## src/rtl/hazard_scoreboard_unit_if.sv

```systemverilog
// Pipeline hazard bus between the decode/issue logic and the scoreboard:
// stage destinations and sources in, forwarding selects and stall controls out.
interface hazard_scoreboard_unit_if #(
  parameter int REG_ADDR_W = 5,
  parameter int LAT_W      = 4
);
  localparam int NUM_REGS = 2**REG_ADDR_W;

  logic                  RegWrite_MEM;
  logic                  RegWrite_WB;
  logic [REG_ADDR_W-1:0] rd_MEM;
  logic [REG_ADDR_W-1:0] rd_WB;
  logic [REG_ADDR_W-1:0] rd_EX;
  logic [REG_ADDR_W-1:0] rs1;
  logic [REG_ADDR_W-1:0] rs2;
  logic                  rs1_used;
  logic                  rs2_used;
  logic                  MemRead_EX;
  logic                  lat_issue;
  logic [REG_ADDR_W-1:0] lat_rd;
  logic [LAT_W-1:0]      lat_cycles;
  logic [1:0]            forwardA;
  logic [1:0]            forwardB;
  logic                  stall;
  logic                  flush_EX;
  logic [NUM_REGS-1:0]   pending_mask;
  logic [31:0]           stall_count;

  modport master (
    output RegWrite_MEM, RegWrite_WB, rd_MEM, rd_WB, rd_EX,
           rs1, rs2, rs1_used, rs2_used, MemRead_EX,
           lat_issue, lat_rd, lat_cycles,
    input  forwardA, forwardB, stall, flush_EX, pending_mask, stall_count
  );

  modport slave (
    input  RegWrite_MEM, RegWrite_WB, rd_MEM, rd_WB, rd_EX,
           rs1, rs2, rs1_used, rs2_used, MemRead_EX,
           lat_issue, lat_rd, lat_cycles,
    output forwardA, forwardB, stall, flush_EX, pending_mask, stall_count
  );
endinterface

```

## src/rtl/hazard_scoreboard_unit.sv

```systemverilog
// Forwarding, load-use detection and per-register long-latency scoreboard.
// Define HAZARD_PERF_EN to build the saturating stall-cycle counter.
module hazard_scoreboard_unit #(
  parameter int REG_ADDR_W = 5,
  parameter int LAT_W      = 4
) (
  input  logic                    clk,
  input  logic                    reset,
  hazard_scoreboard_unit_if.slave bus
);

  localparam int NUM_REGS = 2**REG_ADDR_W;

  logic [LAT_W-1:0] cnt_q [NUM_REGS];
  logic [LAT_W-1:0] cnt_d [NUM_REGS];

  logic load_use;
  logic raw;
  logic waw;
  logic lat_busy;
  logic accept;
  logic stall_int;
  logic [1:0] fwd_a;
  logic [1:0] fwd_b;

  function automatic logic [1:0] fwd_sel(
    input logic                  used,
    input logic [REG_ADDR_W-1:0] src,
    input logic                  wr_mem,
    input logic [REG_ADDR_W-1:0] rd_mem,
    input logic                  wr_wb,
    input logic [REG_ADDR_W-1:0] rd_wb
  );
    logic [1:0] sel;
    sel = 2'b00;
    if (used && wr_mem && (rd_mem == src) && (rd_mem != '0))
      sel = 2'b10;
    else if (used && wr_wb && (rd_wb == src) && (rd_wb != '0))
      sel = 2'b01;
    return sel;
  endfunction

  function automatic logic [LAT_W-1:0] sat_dec(input logic [LAT_W-1:0] v);
    return (v == '0) ? '0 : v - LAT_W'(1);
  endfunction

  // Combinational hazard detection on the current scoreboard state
  always_comb begin
    fwd_a = fwd_sel(bus.rs1_used, bus.rs1, bus.RegWrite_MEM, bus.rd_MEM,
                    bus.RegWrite_WB, bus.rd_WB);
    fwd_b = fwd_sel(bus.rs2_used, bus.rs2, bus.RegWrite_MEM, bus.rd_MEM,
                    bus.RegWrite_WB, bus.rd_WB);

    load_use = bus.MemRead_EX && (bus.rd_EX != '0) &&
               ((bus.rs1_used && (bus.rs1 == bus.rd_EX)) ||
                (bus.rs2_used && (bus.rs2 == bus.rd_EX)));

    // cnt_q[0] is never loaded, so register 0 can never raise raw
    raw = (bus.rs1_used && (cnt_q[bus.rs1] != '0)) ||
          (bus.rs2_used && (cnt_q[bus.rs2] != '0));

    lat_busy  = (cnt_q[bus.lat_rd] != '0);
    waw       = bus.lat_issue && (bus.lat_rd != '0) && lat_busy;
    accept    = bus.lat_issue && (bus.lat_rd != '0) &&
                (bus.lat_cycles != '0) && !lat_busy;
    stall_int = load_use || raw || waw;
  end

  // Next-state scoreboard: a load wins over the decrement for its own entry
  always_comb begin
    for (int r = 0; r < NUM_REGS; r++) begin
      cnt_d[r] = sat_dec(cnt_q[r]);
      if (accept && (bus.lat_rd == REG_ADDR_W'(r)))
        cnt_d[r] = bus.lat_cycles;
    end
  end

  always_ff @(posedge clk or negedge reset) begin
    if (!reset) begin
      for (int r = 0; r < NUM_REGS; r++)
        cnt_q[r] <= '0;
    end else begin
      for (int r = 0; r < NUM_REGS; r++)
        cnt_q[r] <= cnt_d[r];
    end
  end

  always_comb begin
    bus.pending_mask = '0;
    for (int r = 0; r < NUM_REGS; r++)
      bus.pending_mask[r] = (cnt_q[r] != '0);
  end

  // Reset forces the combinational controls quiet independent of the inputs
  assign bus.forwardA = reset ? fwd_a : 2'b00;
  assign bus.forwardB = reset ? fwd_b : 2'b00;
  assign bus.stall    = reset & stall_int;
  assign bus.flush_EX = reset & stall_int;

`ifdef HAZARD_PERF_EN
  logic [31:0] stall_cnt_q;
  logic [31:0] stall_cnt_d;

  always_comb begin
    stall_cnt_d = stall_cnt_q;
    if (bus.stall && (stall_cnt_q != 32'hFFFF_FFFF))
      stall_cnt_d = stall_cnt_q + 32'd1;
  end

  always_ff @(posedge clk or negedge reset) begin
    if (!reset)
      stall_cnt_q <= '0;
    else
      stall_cnt_q <= stall_cnt_d;
  end

  assign bus.stall_count = stall_cnt_q;
`else
  assign bus.stall_count = '0;
`endif

endmodule

```

## src/flat_wrapper.sv

```systemverilog
// flat-port wrapper written by rule: the top's interface ports become plain ports
module hazard_scoreboard_unit_flat 
#(
  parameter int REG_ADDR_W = 5,
  parameter int LAT_W      = 4
)
  (clk, reset, bus_RegWrite_MEM, bus_RegWrite_WB, bus_rd_MEM, bus_rd_WB, bus_rd_EX, bus_rs1, bus_rs2, bus_rs1_used, bus_rs2_used, bus_MemRead_EX, bus_lat_issue, bus_lat_rd, bus_lat_cycles, bus_forwardA, bus_forwardB, bus_stall, bus_flush_EX, bus_pending_mask, bus_stall_count);
  hazard_scoreboard_unit_if #(.REG_ADDR_W(REG_ADDR_W), .LAT_W(LAT_W)) bus_i ();
  input  logic clk;
  input  logic reset;
  input wire logic [$bits(bus_i.RegWrite_MEM)-1:0] bus_RegWrite_MEM;
  input wire logic [$bits(bus_i.RegWrite_WB)-1:0] bus_RegWrite_WB;
  input wire logic [$bits(bus_i.rd_MEM)-1:0] bus_rd_MEM;
  input wire logic [$bits(bus_i.rd_WB)-1:0] bus_rd_WB;
  input wire logic [$bits(bus_i.rd_EX)-1:0] bus_rd_EX;
  input wire logic [$bits(bus_i.rs1)-1:0] bus_rs1;
  input wire logic [$bits(bus_i.rs2)-1:0] bus_rs2;
  input wire logic [$bits(bus_i.rs1_used)-1:0] bus_rs1_used;
  input wire logic [$bits(bus_i.rs2_used)-1:0] bus_rs2_used;
  input wire logic [$bits(bus_i.MemRead_EX)-1:0] bus_MemRead_EX;
  input wire logic [$bits(bus_i.lat_issue)-1:0] bus_lat_issue;
  input wire logic [$bits(bus_i.lat_rd)-1:0] bus_lat_rd;
  input wire logic [$bits(bus_i.lat_cycles)-1:0] bus_lat_cycles;
  output wire logic [$bits(bus_i.forwardA)-1:0] bus_forwardA;
  output wire logic [$bits(bus_i.forwardB)-1:0] bus_forwardB;
  output wire logic [$bits(bus_i.stall)-1:0] bus_stall;
  output wire logic [$bits(bus_i.flush_EX)-1:0] bus_flush_EX;
  output wire logic [$bits(bus_i.pending_mask)-1:0] bus_pending_mask;
  output wire logic [$bits(bus_i.stall_count)-1:0] bus_stall_count;
  assign bus_i.RegWrite_MEM = bus_RegWrite_MEM;
  assign bus_i.RegWrite_WB = bus_RegWrite_WB;
  assign bus_i.rd_MEM = bus_rd_MEM;
  assign bus_i.rd_WB = bus_rd_WB;
  assign bus_i.rd_EX = bus_rd_EX;
  assign bus_i.rs1 = bus_rs1;
  assign bus_i.rs2 = bus_rs2;
  assign bus_i.rs1_used = bus_rs1_used;
  assign bus_i.rs2_used = bus_rs2_used;
  assign bus_i.MemRead_EX = bus_MemRead_EX;
  assign bus_i.lat_issue = bus_lat_issue;
  assign bus_i.lat_rd = bus_lat_rd;
  assign bus_i.lat_cycles = bus_lat_cycles;
  assign bus_forwardA = bus_i.forwardA;
  assign bus_forwardB = bus_i.forwardB;
  assign bus_stall = bus_i.stall;
  assign bus_flush_EX = bus_i.flush_EX;
  assign bus_pending_mask = bus_i.pending_mask;
  assign bus_stall_count = bus_i.stall_count;
  hazard_scoreboard_unit #(.REG_ADDR_W(REG_ADDR_W), .LAT_W(LAT_W)) u_core (.clk(clk), .reset(reset), .bus(bus_i));
endmodule
```

## config.mk

```make
export PLATFORM = sky130hd
export DESIGN_NAME = hazard_scoreboard_unit_flat
export DESIGN_NICKNAME = d
export VERILOG_FILES = /design/src/rtl/hazard_scoreboard_unit_if.sv /design/src/rtl/hazard_scoreboard_unit.sv /design/src/flat_wrapper.sv
export SDC_FILE = /design/constraint.sdc
export NUM_CORES = 1
export LEC_CHECK = 0
export ABC_CLOCK_PERIOD_IN_PS = 3820
export CAP_MARGIN = 20
export CORE_MARGIN = 2
export CORE_UTILIZATION = 51
export DETAILED_ROUTE_END_ITERATION = 8
export GPL_TIMING_DRIVEN = 1
export PLACE_DENSITY = 0.77
export SLEW_MARGIN = 20
export SYNTH_ARGS = -nofsm -noshare
export SYNTH_HDL_FRONTEND = slang
export SYNTH_SLANG_ARGS = --single-unit
```

## constraint.sdc

```tcl
create_clock -name clk -period 3.82 [get_ports clk]
set_input_delay 1.146 -clock clk [delete_from_list [all_inputs] [get_ports clk]]
set_output_delay 1.146 -clock clk [all_outputs]
set_load 0.01 [all_outputs]
```

# [Yosys cells after proc, flatten, opt, wreduce, memory -nomap -nowiden]
# Cells that the tools add are included.
[word_totals] regBits=128 wordCells=319
[op_classes] add_sub_neg=32 n_lt_le_gt_ge=3 eq_ne=37 mux=79 bitwise=4 reduce_logical=132
[op_table] cell="two-way mux 4 bit" n=70
[op_table] cell="nonzero test 4 bit" n=36
[op_table] cell="zero test 4 bit" n=32
[op_table] cell="subtractor 4 x 1 -> 4 bit, second input constant" n=32
[op_table] cell="== test 5 bit, second input constant" n=16
[op_table] cell="binary-select mux 4 bit (select 5 bit)" n=3
[op_table] cell="logical AND 1 bit" n=54
[op_table] cell="== test 5 x 4 -> 1 bit, second input constant" n=8
[op_table] cell="== test 5 bit" n=6
[op_table] cell="== test 5 x 3 -> 1 bit, second input constant" n=4
[op_table] cell="nonzero test 5 bit" n=4
[op_table] cell=">= comparator 6 bit, second input constant" n=3
[op_table] cell="NOT 5 -> 6 bit" n=3
[op_table] cell="== test 5 x 2 -> 1 bit, second input constant" n=2
[op_table] cell="two-way mux 2 bit" n=4
[op_table] cell="== test 5 x 1 -> 1 bit, second input constant" n=1
[op_table] cell="zero test 5 bit" n=1
[op_table] cell="logical OR 1 bit" n=4
[op_table] cell="two-way mux 1 bit" n=2
[op_table] cell="AND 1 bit" n=1
[op_table] cell="zero test 1 bit" n=1

# [Depth between registers and ports, before layout]
# Gate-level depths: netlist of run 1.
[logic_depth] ltp_word=10 ltp_mapped=10 mapped_depth_nobuf=7

# [Least setup slack after synthesis of run 1]
# Ideal clock, no wire load.
[synth_timing] path_kind="input-to-output" start="in bus_rs2[1]" end="out bus_stall" arrival_ns=2.971 required_time_ns=2.674 slack_ns=-0.297 stages=8 n_path_buf=3 cell_sequence="clkbuf_1 > buf_1 > mux2i_1 > o2111ai_1 > o311ai_0 > o311ai_0 > a31oi_1 > buf_4"
[synth_between] elab_chain_cells=10 elab_cells_between_ends=14 cone_classes="1 x eq/ne; 3 x mux; 2 x bitwise; 8 x reduce/logical"
[synth_lines] element="start, declared" line_no="flat_wrapper.sv:17" source="input wire logic [$bits(bus_i.rs2)-1:0] bus_rs2;"
[synth_lines] element="NOT 5 -> 6 bit (not written as such)" line_no="hazard_scoreboard_unit.sv:60" source="(bus.rs2_used && (cnt_q[bus.rs2] != '0));"
[synth_lines] element="binary-select mux 4 bit (select 5 bit)" line_no="hazard_scoreboard_unit.sv:60"
[synth_lines] element="two-way mux 4 bit (not written as such) (2 in series)" line_no="hazard_scoreboard_unit.sv:60"
[synth_lines] element="nonzero test 4 bit" line_no="hazard_scoreboard_unit.sv:60"
[synth_lines] element="logical AND 1 bit" line_no="hazard_scoreboard_unit.sv:60"
[synth_lines] element="logical OR 1 bit" line_no="hazard_scoreboard_unit.sv:59" source="raw = (bus.rs1_used && (cnt_q[bus.rs1] != '0)) ||"
[synth_lines] element="logical OR 1 bit * (2 in series)" line_no="hazard_scoreboard_unit.sv:66" source="stall_int = load_use || raw || waw;"
[synth_lines] element="AND 1 bit *"
[synth_lines] element="end, declared" line_no="flat_wrapper.sv:26" source="output wire logic [$bits(bus_i.stall)-1:0] bus_stall;"
# Mark *: on every way between the ends. The rest lies on a longest branch, timed or not. The select of a mux whose other input is x is not followed.

# [Worst setup path after layout of run 1]
[layout_timing] start="in bus_lat_rd[1]" end="out bus_stall"
[layout_between] elab_chain_cells=8 elab_cells_between_ends=10 cone_classes="3 x mux; 2 x bitwise; 5 x reduce/logical"
[layout_lines] element="start, declared" line_no="flat_wrapper.sv:22" source="input wire logic [$bits(bus_i.lat_rd)-1:0] bus_lat_rd;"
[layout_lines] element="NOT 5 -> 6 bit (not written as such)" line_no="hazard_scoreboard_unit.sv:62" source="lat_busy = (cnt_q[bus.lat_rd] != '0);"
[layout_lines] element="binary-select mux 4 bit (select 5 bit)" line_no="hazard_scoreboard_unit.sv:62"
[layout_lines] element="two-way mux 4 bit (not written as such) (2 in series)" line_no="hazard_scoreboard_unit.sv:62"
[layout_lines] element="nonzero test 4 bit" line_no="hazard_scoreboard_unit.sv:62"
[layout_lines] element="logical AND 1 bit *" line_no="hazard_scoreboard_unit.sv:63" source="waw = bus.lat_issue && (bus.lat_rd != '0) && lat_busy;"
[layout_lines] element="logical OR 1 bit *" line_no="hazard_scoreboard_unit.sv:66"
[layout_lines] element="AND 1 bit *" line_no="hazard_scoreboard_unit.sv:97" source="assign bus.stall = reset & stall_int;"
# Marks and branches as above.

==> reports/results.env, run 1 <==
CLOCK_PATH_BUFFERS=2
MULTI_INPUT_COMB_AREA_UM2=5280
SLOWEST_STAGE='sky130_fd_sc_hd__o31ai_1'
LARGEST_REGISTER_FFS=128
SYN-MEAN-INSTANCE-AREA_UM2=8.92
POST_ROUTE_STANDARD_CELL_AREA_EXCLUDING_FILLERS_UM2=11800
CORE_REGION_AREA_UM2=17200
ANTENNA_VIOLATION_NET_COUNT_AFTER_DETAILED_ROUTING=0
WORSTSKEWPAIRLATENCY_PS=430
CRITICAL_PATH.MAX_STAGE_DELAY_PS=400
GRT_ANTENNA_BEFORE_REPAIR=0
YS_SEQ_AREA_SHARE_PCT=36.1
INITIALDRTVIOLATIONCOUNT=895
NUMCLOCKSINKS=128
BEGINNING_OF_THE_WORST_REGISTER_TO_REGISTER_PATH='u_core.cnt_q[18]'
NETSWITCHINGPOWER_mW=1.74
IR_WORST_VDD_mV=0.360
AREA.GROWTH.SYNTH_TO_FINAL_PCT=32.5
POWER_DENSITY_nW_PER_UM2=430
INSERTEDDIODECOUNT=0
DP_HPWL_UM=21300
LEAKAGEPOWER_nW=5.42
SETUP.WORST_PATH.START_CLASS='input pin'
SYNTH_CELL_TYPES=56
FINALWEIGHTEDCONGESTION=0.971
PATH_CELLS='buf_4 > buf_12 > buf_4 > mux4_2 > o31ai_1 > o2111ai_2 > o211ai_1 > a31oi_2 > buf_2'
WORST_SLEW_MARGIN_REL_PCT=39.7
STATUS='complete, but fails checks'
NETLIST_AREA_UM2=8880
CLKSLEWWORSTSETUPHOLDPATHS_PS=60
CTS_BUFS_INSERTED=17
MIN_FROM='u_core.cnt_q[120]'
FINALWORSTPATHREQUIREDPERIOD_PS=4300
CRIT_ARRIVAL_PS=3160
PLACE.PORT_BUFFERS=79
PROPORTION_OF_TOTAL_POWER_DUE_TO_NET_SWITCHING_PCT=34.5
POST_ROUTE_CELLS_DRIVE_ABOVE_1_SHARE_PCT=30.5
SETUP.WORST_PATH.CLASS='in -> out'
POWER_FRAC_COMB_PCT=37.1
HORIZONTAL_DIE_DIMENSION_UM=136
AVGVIACOUNTPERCELL=6.33
FLOORPLAN.INITIALDENSITY_PCT=51.7
CPLARGESTDELAYFAMILY='compound AO/OA/AOI/OAI gates'
GLOBAL_ROUTE.USAGE.TOTAL_PCT=32.3
NUM-NETS-FINAL=1255
DETAILROUTE.VIA_COUNT=9173
REGMOSTFLOPS='u_core.cnt_q'
DIE-HEIGHT_UM=136
MIN_PERIOD_OVER_PERIOD_PCT=113
CRITPATHMOSTFREQUENTCELL='sky130_fd_sc_hd__buf_4'
DRT_PASS1_ITERATIONS=8
STARTPOINT='bus_lat_rd[1]'
SYNTH_AREA_LEADER_CELL='sky130_fd_sc_hd__dfrtp_1'
SYNTH.AREA.TOP_CELLS='sky130_fd_sc_hd__dfrtp_1 36%, sky130_fd_sc_hd__o41ai_2 8.1%, sky130_fd_sc_hd__o21ai_0 5.6%'
FINAL-MAX-SLEW-VIOLATION-COUNT=0
CLOCK-SKEW-FINAL_PS=9.62
HOLD_SLACK_PS=517
ROWS=48
GRT_PASS1_WL_UM=45600
SHARE_CLK_OF_TOTAL_POWER_PCT=31.8
AREA.SEQUENTIAL_UM2=3200
SYNTH.FF_LATCH_COUNT=128
GRT_MAX_DEGREE=71
FIRST_GLOBAL_VIAS=8540
SYNTHFLOPTYPE='sky130_fd_sc_hd__dfrtp_1'
ROUTE.FINAL.WIRE_LENGTH_UM=29800
ROUTED_WIRE_LENGTH_PER_INSTANCE_UM=20.5
SETUP.WORST_PATH.END_CLASS='output port'
YOSYSWARNINGS=0
TNS_PS=-965
DIE_AREA_UM2=18500
HTREE_LEVELS=4
SYNTH_TOP_AREA_SHARE_PCT=36.1
CP_NUM_BUF_INV=4
EDFF_COUNT_SYNTH=0
LARGEST_REGISTERS='u_core.cnt_q: 128 flops'
WORST_EP_REQUIRED_TIME_PS=2670
SYNTHESIS.INSTANCES=996
FLOORPLAN.IO_PINS=112
MAX_CAP_VIOLATIONS=0
WORST_PIN_SLEW_PS=904
DRC_ERRORS=0
RSZ_0062_RAISED_AFTER_GLOBAL_ROUTING='yes'
SETUP_WS_PS=-483
POWER_REPORT.INTERNAL_TOTAL_mW=3.31
SEQPWRFRAC_PCT=31.1
CTS_HOLD_BUFFERS=0
WORSTHOLDPATHTYPE='reg -> reg'
SYNTH-ASYNC-RESET-RATIO_PCT=100
FINALHOLDVIOLATIONS=0
VIOLATIONS='negative setup slack'
CTS_TREE='yes'
FILLERINSTANCES=1251
TIMING.CRITICAL_PATH.FANOUT_MAX=6
DETAILED_PLACE.AREA_UM2=10900
SETUP_VIOL=2
MAXCLOCKFREQUENCY_MHz=232
CTS_ROOT_BUF='sky130_fd_sc_hd__clkbuf_16'
GRT_OVERFLOW_TOTAL=0
-- through the flow --
stage | setup slack [ps] | total power, mW | util [%] | std cells
6_report | -483 | 5.06 | 68.5 | 1450
5_1_grt | -462 | 5.25 | 68.5 | 1450
4_1_cts | -348 | 5.00 | 68.0 | 1444
3_5_place_dp | -1160 | 3.36 | 63.2 | 1396
3_3_place_gp | -1130 | 3.33 | 63.2 | 1396
2_1_floorplan | -12.2 | 2.53 | - | 1027
-- final timing paths --
| check | slack (ps) | cells after the start | endpoint |
|---|---|---|---|
| max | -480 | 9 | bus_stall |
| min | 520 | 1 | u_core.cnt_q[120] |
| max reg2reg | 910 | 10 | u_core.cnt_q[14] |
| min reg2reg | 520 | 1 | u_core.cnt_q[120] |
| max in group asynchronous | 1510 | 3 | u_core.cnt_q[62] |
| min in group asynchronous | 920 | 2 | u_core.cnt_q[127] |
-- logic make-up (layout without fill, tap and decap cells) --
group	after synthesis	in the layout	share of synthesized area, %
and+or+nand+nor	413	413	24.9
muxes	27	27	5.35
AOI/OAI and AO/OA	276	276	23.3
xor gates and xnor gates	30	30	2.96
DFF	128	128	36.1
other	1	32	0.0422
buffers and inverters	121	319	7.34
-- per-layer routing --
layer,vias to the layer above,GRT usage (%),routed length (um)
met2,597,51.6,13700
met1,4386,41.6,11500
met4,0,14.2,1250
met3,112,8.43,3260
li1,4078,-,-
met5,-,0,0
-- what timing repair did --
action | 4_1_cts | 5_1_grt
buffers inserted | 15 | 6
endpoints found under the setup margin | 6 | 6
pin swaps | 27 | 15
gates resized for setup | 80 | 28
gates cloned | 2 | 0
-- power by group through the flow --
stage	Clock (mW)	Combinational (mW)	Sequential, mW
after floorplan	0	0.954	1.57
after global placement	0	1.75	1.59
after detailed placement	0	1.77	1.59
after CTS	1.61	1.82	1.57
after global routing	1.67	1.99	1.59
final	1.61	1.88	1.57
-- cells in the mapped netlist, drive strengths merged (2+ instances only) --
library cell	number
o311ai	3
a221o	3
a21oi	71
nand2	29
and2	2
mux4	16
buf	57
clkbuf	37
nor3b	34
dfrtp	128
mux2i	7
a211oi	3
nand4	4
o31ai	5
o41ai	59
nor3	19
nand3	70
or4	17
or2	52
nor2b	8
inv	26
o22ai	9
or3b	2
o221ai	4
xnor2	6
nor4	27
o211ai	3
nand2b	20
o2111ai	4
o31a	2
or3	15
mux2	4
xor2	24
o21ai	100
nor2	111
and3	2
-- area by class of cell --
type                    instances  share of cell area [%]
clock buffers                  18                    3.73
clock inverters                13                    1.19
repair buffers                261                    19.7
inverters                      27                   0.967
well taps                     225                    2.39
multi-input cells             778                    44.8
flip-flops and latches        128                    27.2
-- cell usage in the layout, fill, tap and decap left out, types with 32 or more instances in the layout --
cell / instances
sky130_fd_sc_hd__or2_2: 51
sky130_fd_sc_hd__conb_1: 32
sky130_fd_sc_hd__buf_4: 161
sky130_fd_sc_hd__a21oi_1: 69
sky130_fd_sc_hd__nor2_1: 109
sky130_fd_sc_hd__dfrtp_1: 128
sky130_fd_sc_hd__o21ai_0: 99
sky130_fd_sc_hd__nor3b_1: 34
sky130_fd_sc_hd__nand3_1: 70
sky130_fd_sc_hd__clkdlybuf4s50_1: 51
sky130_fd_sc_hd__o41ai_2: 45
Note: power is estimated with default switching activity, not from simulation.
==> inputs of run 2 (changes only) <==
CORE_MARGIN = unset   (was 2)
==> reports/results.env, run 2 (synthesized netlist as in run 1, its figures left out) <==
SETUP_WS_PS=-358  # +125 ps
CP_NUM_BUF_INV=3  # -1
WORST_EP_REQUIRED_TIME_PS=2670  # about the same
LARGEST_REGISTER_FFS=128  # unchanged
ROWS=47  # -2.1%
CRITPATHMOSTFREQUENTCELL='sky130_fd_sc_hd__buf_12'
PATH_CELLS='buf_12 > buf_12 > mux4_2 > a22o_1 > nor2_2 > o2111ai_2 > o211ai_1 > a31oi_2 > buf_2'
POST-PLACE-WS_PS=-1150  # +18.6 ps
FINALHOLDVIOLATIONS=0  # unchanged
SETUP.WORST_PATH.END_CLASS='output port'
NUM-NETS-FINAL=1247  # -0.64%
FIRST_GLOBAL_VIAS=8490  # -0.59%
GRT_MAX_DEGREE=68  # -4.2%
AREA.GROWTH.SYNTH_TO_FINAL_PCT=32.4
WORSTSKEWPAIRLATENCY_PS=430  # about the same
BEGINNING_OF_THE_WORST_REGISTER_TO_REGISTER_PATH='u_core.cnt_q[17]'
HTREE_LEVELS=4  # unchanged
HOLD_DEPTH=1  # unchanged
REGMOSTFLOPS='u_core.cnt_q'
POST_ROUTE_STANDARD_CELL_AREA_EXCLUDING_FILLERS_UM2=11800  # -0.12%
PLACE.PORT_BUFFERS=79  # unchanged
POWER_DENSITY_nW_PER_UM2=445  # +3.6%
LEAKAGEPOWER_nW=5.37  # -0.89%
TIMING.CRITICAL_PATH.FANOUT_MAX=5  # -1
VIOLATIONS='negative setup slack'
GRT_OVERFLOW_TOTAL=0  # unchanged
DETAILED_PLACE.AREA_UM2=10900  # +0.15%
CLKSLEWWORSTSETUPHOLDPATHS_PS=60  # about the same
WORSTHOLDPATHTYPE='reg -> reg'
WORST_SLEW_MARGIN_REL_PCT=40.4  # +0.61 points
WORSTHOLDENDPOINT='u_core.cnt_q[120]'
ANTENNA_VIOLATION_NET_COUNT_AFTER_DETAILED_ROUTING=0  # unchanged
CPLARGESTDELAYFAMILY='compound AO/OA/AOI/OAI gates'
DIE-HEIGHT_UM=134  # -1.5%
ROUTED_WIRE_LENGTH_PER_INSTANCE_UM=20.4  # -0.79%
CLOCK_PATH_BUFFERS=2  # unchanged
CLOCK-SKEW-FINAL_PS=9.92  # +0.307 ps
MOST_USED_CELLS_IN_THE_LAYOUT_EXCLUDING_FILL_AND_TAP_CELLS='156 x sky130_fd_sc_hd__buf_4, 128 x sky130_fd_sc_hd__dfrtp_1, 110 x sky130_fd_sc_hd__nor2_1'
GRT_ANTENNA_BEFORE_REPAIR=1  # +1
SLOWEST_STAGE='sky130_fd_sc_hd__mux4_2'
CORE_REGION_AREA_UM2=16800  # -2.1%
MOST_COMMON_CELL_AFTER_LAYOUT_FILL_AND_TAPS_ASIDE='sky130_fd_sc_hd__buf_4'
R2R_SETUP_SLK_PS=810  # -100 ps
SETUP_VIOL=4  # +2
HOLD_SLACK_PS=523  # +5.59 ps
WORSTREGTOREGCELLS=11  # +1
DP_HPWL_UM=21000  # -1.5%
AVGVIACOUNTPERCELL=6.23  # -1.5%
DIE_AREA_UM2=18000  # -2.9%
FLOORPLAN.INITIALDENSITY_PCT=52.8  # +1.1 points
SETUP.WORST_PATH.CLASS='in -> out'
HORIZONTAL_DIE_DIMENSION_UM=134  # -1.5%
RSZ_0062_RAISED_AFTER_GLOBAL_ROUTING='yes'
CRITICAL_PATH.MAX_STAGE_DELAY_PS=510  # +110 ps
MAXCLOCKFREQUENCY_MHz=239  # +3.0%
MAX_CAP_VIOLATIONS=0  # unchanged
CTS_ROOT_BUF='sky130_fd_sc_hd__clkbuf_16'
NUMCLOCKSINKS=128  # unchanged
MIN_FROM='u_core.cnt_q[120]'
DETAILROUTE.VIA_COUNT=8968  # -2.2%
CTS_BUFS_INSERTED=17  # unchanged
WORST_PIN_SLEW_PS=895  # -9.16 ps
POST_ROUTE_CELLS_DRIVE_ABOVE_1_SHARE_PCT=30.0  # -0.56 points
DRT_PASS1_ITERATIONS=6  # -2
CRIT_ARRIVAL_PS=3030  # -130 ps
FINALWORSTPATHREQUIREDPERIOD_PS=4180  # -125 ps
CTS_TREE='yes'
FINAL-MAX-SLEW-VIOLATION-COUNT=0  # unchanged
ROUTE.FINAL.WIRE_LENGTH_UM=29300  # -1.5%
INITIALDRTVIOLATIONCOUNT=1036  # +16%
STATUS='complete, but fails checks'
GRT_PASS1_WL_UM=45000  # -1.2%
SETUP.WORST_PATH.START_CLASS='input pin'
FINALWEIGHTEDCONGESTION=0.973  # +0.23%
LARGEST_REGISTERS='u_core.cnt_q: 128 flops'
DRC_ERRORS=0  # unchanged
MIN_PERIOD_OVER_PERIOD_PCT=109  # -3.3 points
GLOBAL_ROUTE.USAGE.TOTAL_PCT=33.1  # +0.73 points
FLOORPLAN.IO_PINS=112  # unchanged
REG2REG_TO='u_core.cnt_q[98]'
IR_WORST_VDD_mV=0.328  # -8.9%
## run 2: repair_timing
item,in CTS,in global routing
pin swaps,22,17
gates cloned,1,0
setup buffers,11,5
setup endpoints to repair,6,6
gates resized for setup,75,16
hold buffers,0,0
## run 2: per-stage QoR
stage | util [%] | setup TNS (ps) | power [mW] | std cells
final | 69.9 | -753 | 5.23 | 1439
after global routing | 69.9 | -834 | 5.43 | 1438
after CTS | 69.4 | -690 | 5.19 | 1433
after detailed placement | 64.6 | -6110 | 3.39 | 1389
after global placement | 64.6 | -5310 | 3.36 | 1389
after floorplan | - | -12.2 | 2.53 | 1027
## run 2: area by class of cell
class                           count  area [um^2]
Inverter                           27          114
Sequential cell                   128         3200
Tap cell                          220          275
Multi-Input combinational cell    778         5290
Fill cell                        1296         5060
Clock inverter                     12          181
Timing Repair Buffer              253         2230
Antenna cell                        1         2.50
Clock buffer                       20          457
## run 2: per-layer routing
layer | GRT usage, % | wire length (um) | up-vias
met5 | 0 | 0 | -
met4 | 16.4 | 1290 | 0
met3 | 8.92 | 2890 | 98
met2 | 52.4 | 13400 | 493
met1 | 41.7 | 11700 | 4307
li1 | - | - | 4070
## run 2: how the worst max path moves through the flow
stage	cells after the start	from	slack, ps	endpoint
after global routing	9	bus_lat_rd[0]	-370	bus_stall
after global placement	9	bus_lat_rd[0]	-1120	bus_flush_EX
after detailed placement	10	bus_lat_rd[0]	-1150	bus_stall
after floorplan	8	bus_lat_rd[1]	-10	bus_stall
after CTS	9	bus_lat_rd[0]	-350	bus_stall
final	9	bus_lat_rd[0]	-360	bus_stall
## run 2: report_power, final
| group | total, mW | switching, mW | internal [mW] |
|---|---|---|---|
| registers | 1.58 | 0.112 | 1.47 |
| logic | 1.88 | 1.01 | 0.876 |
| clock network | 1.77 | 0.641 | 1.13 |
| total | 5.23 | 1.76 | 3.47 |
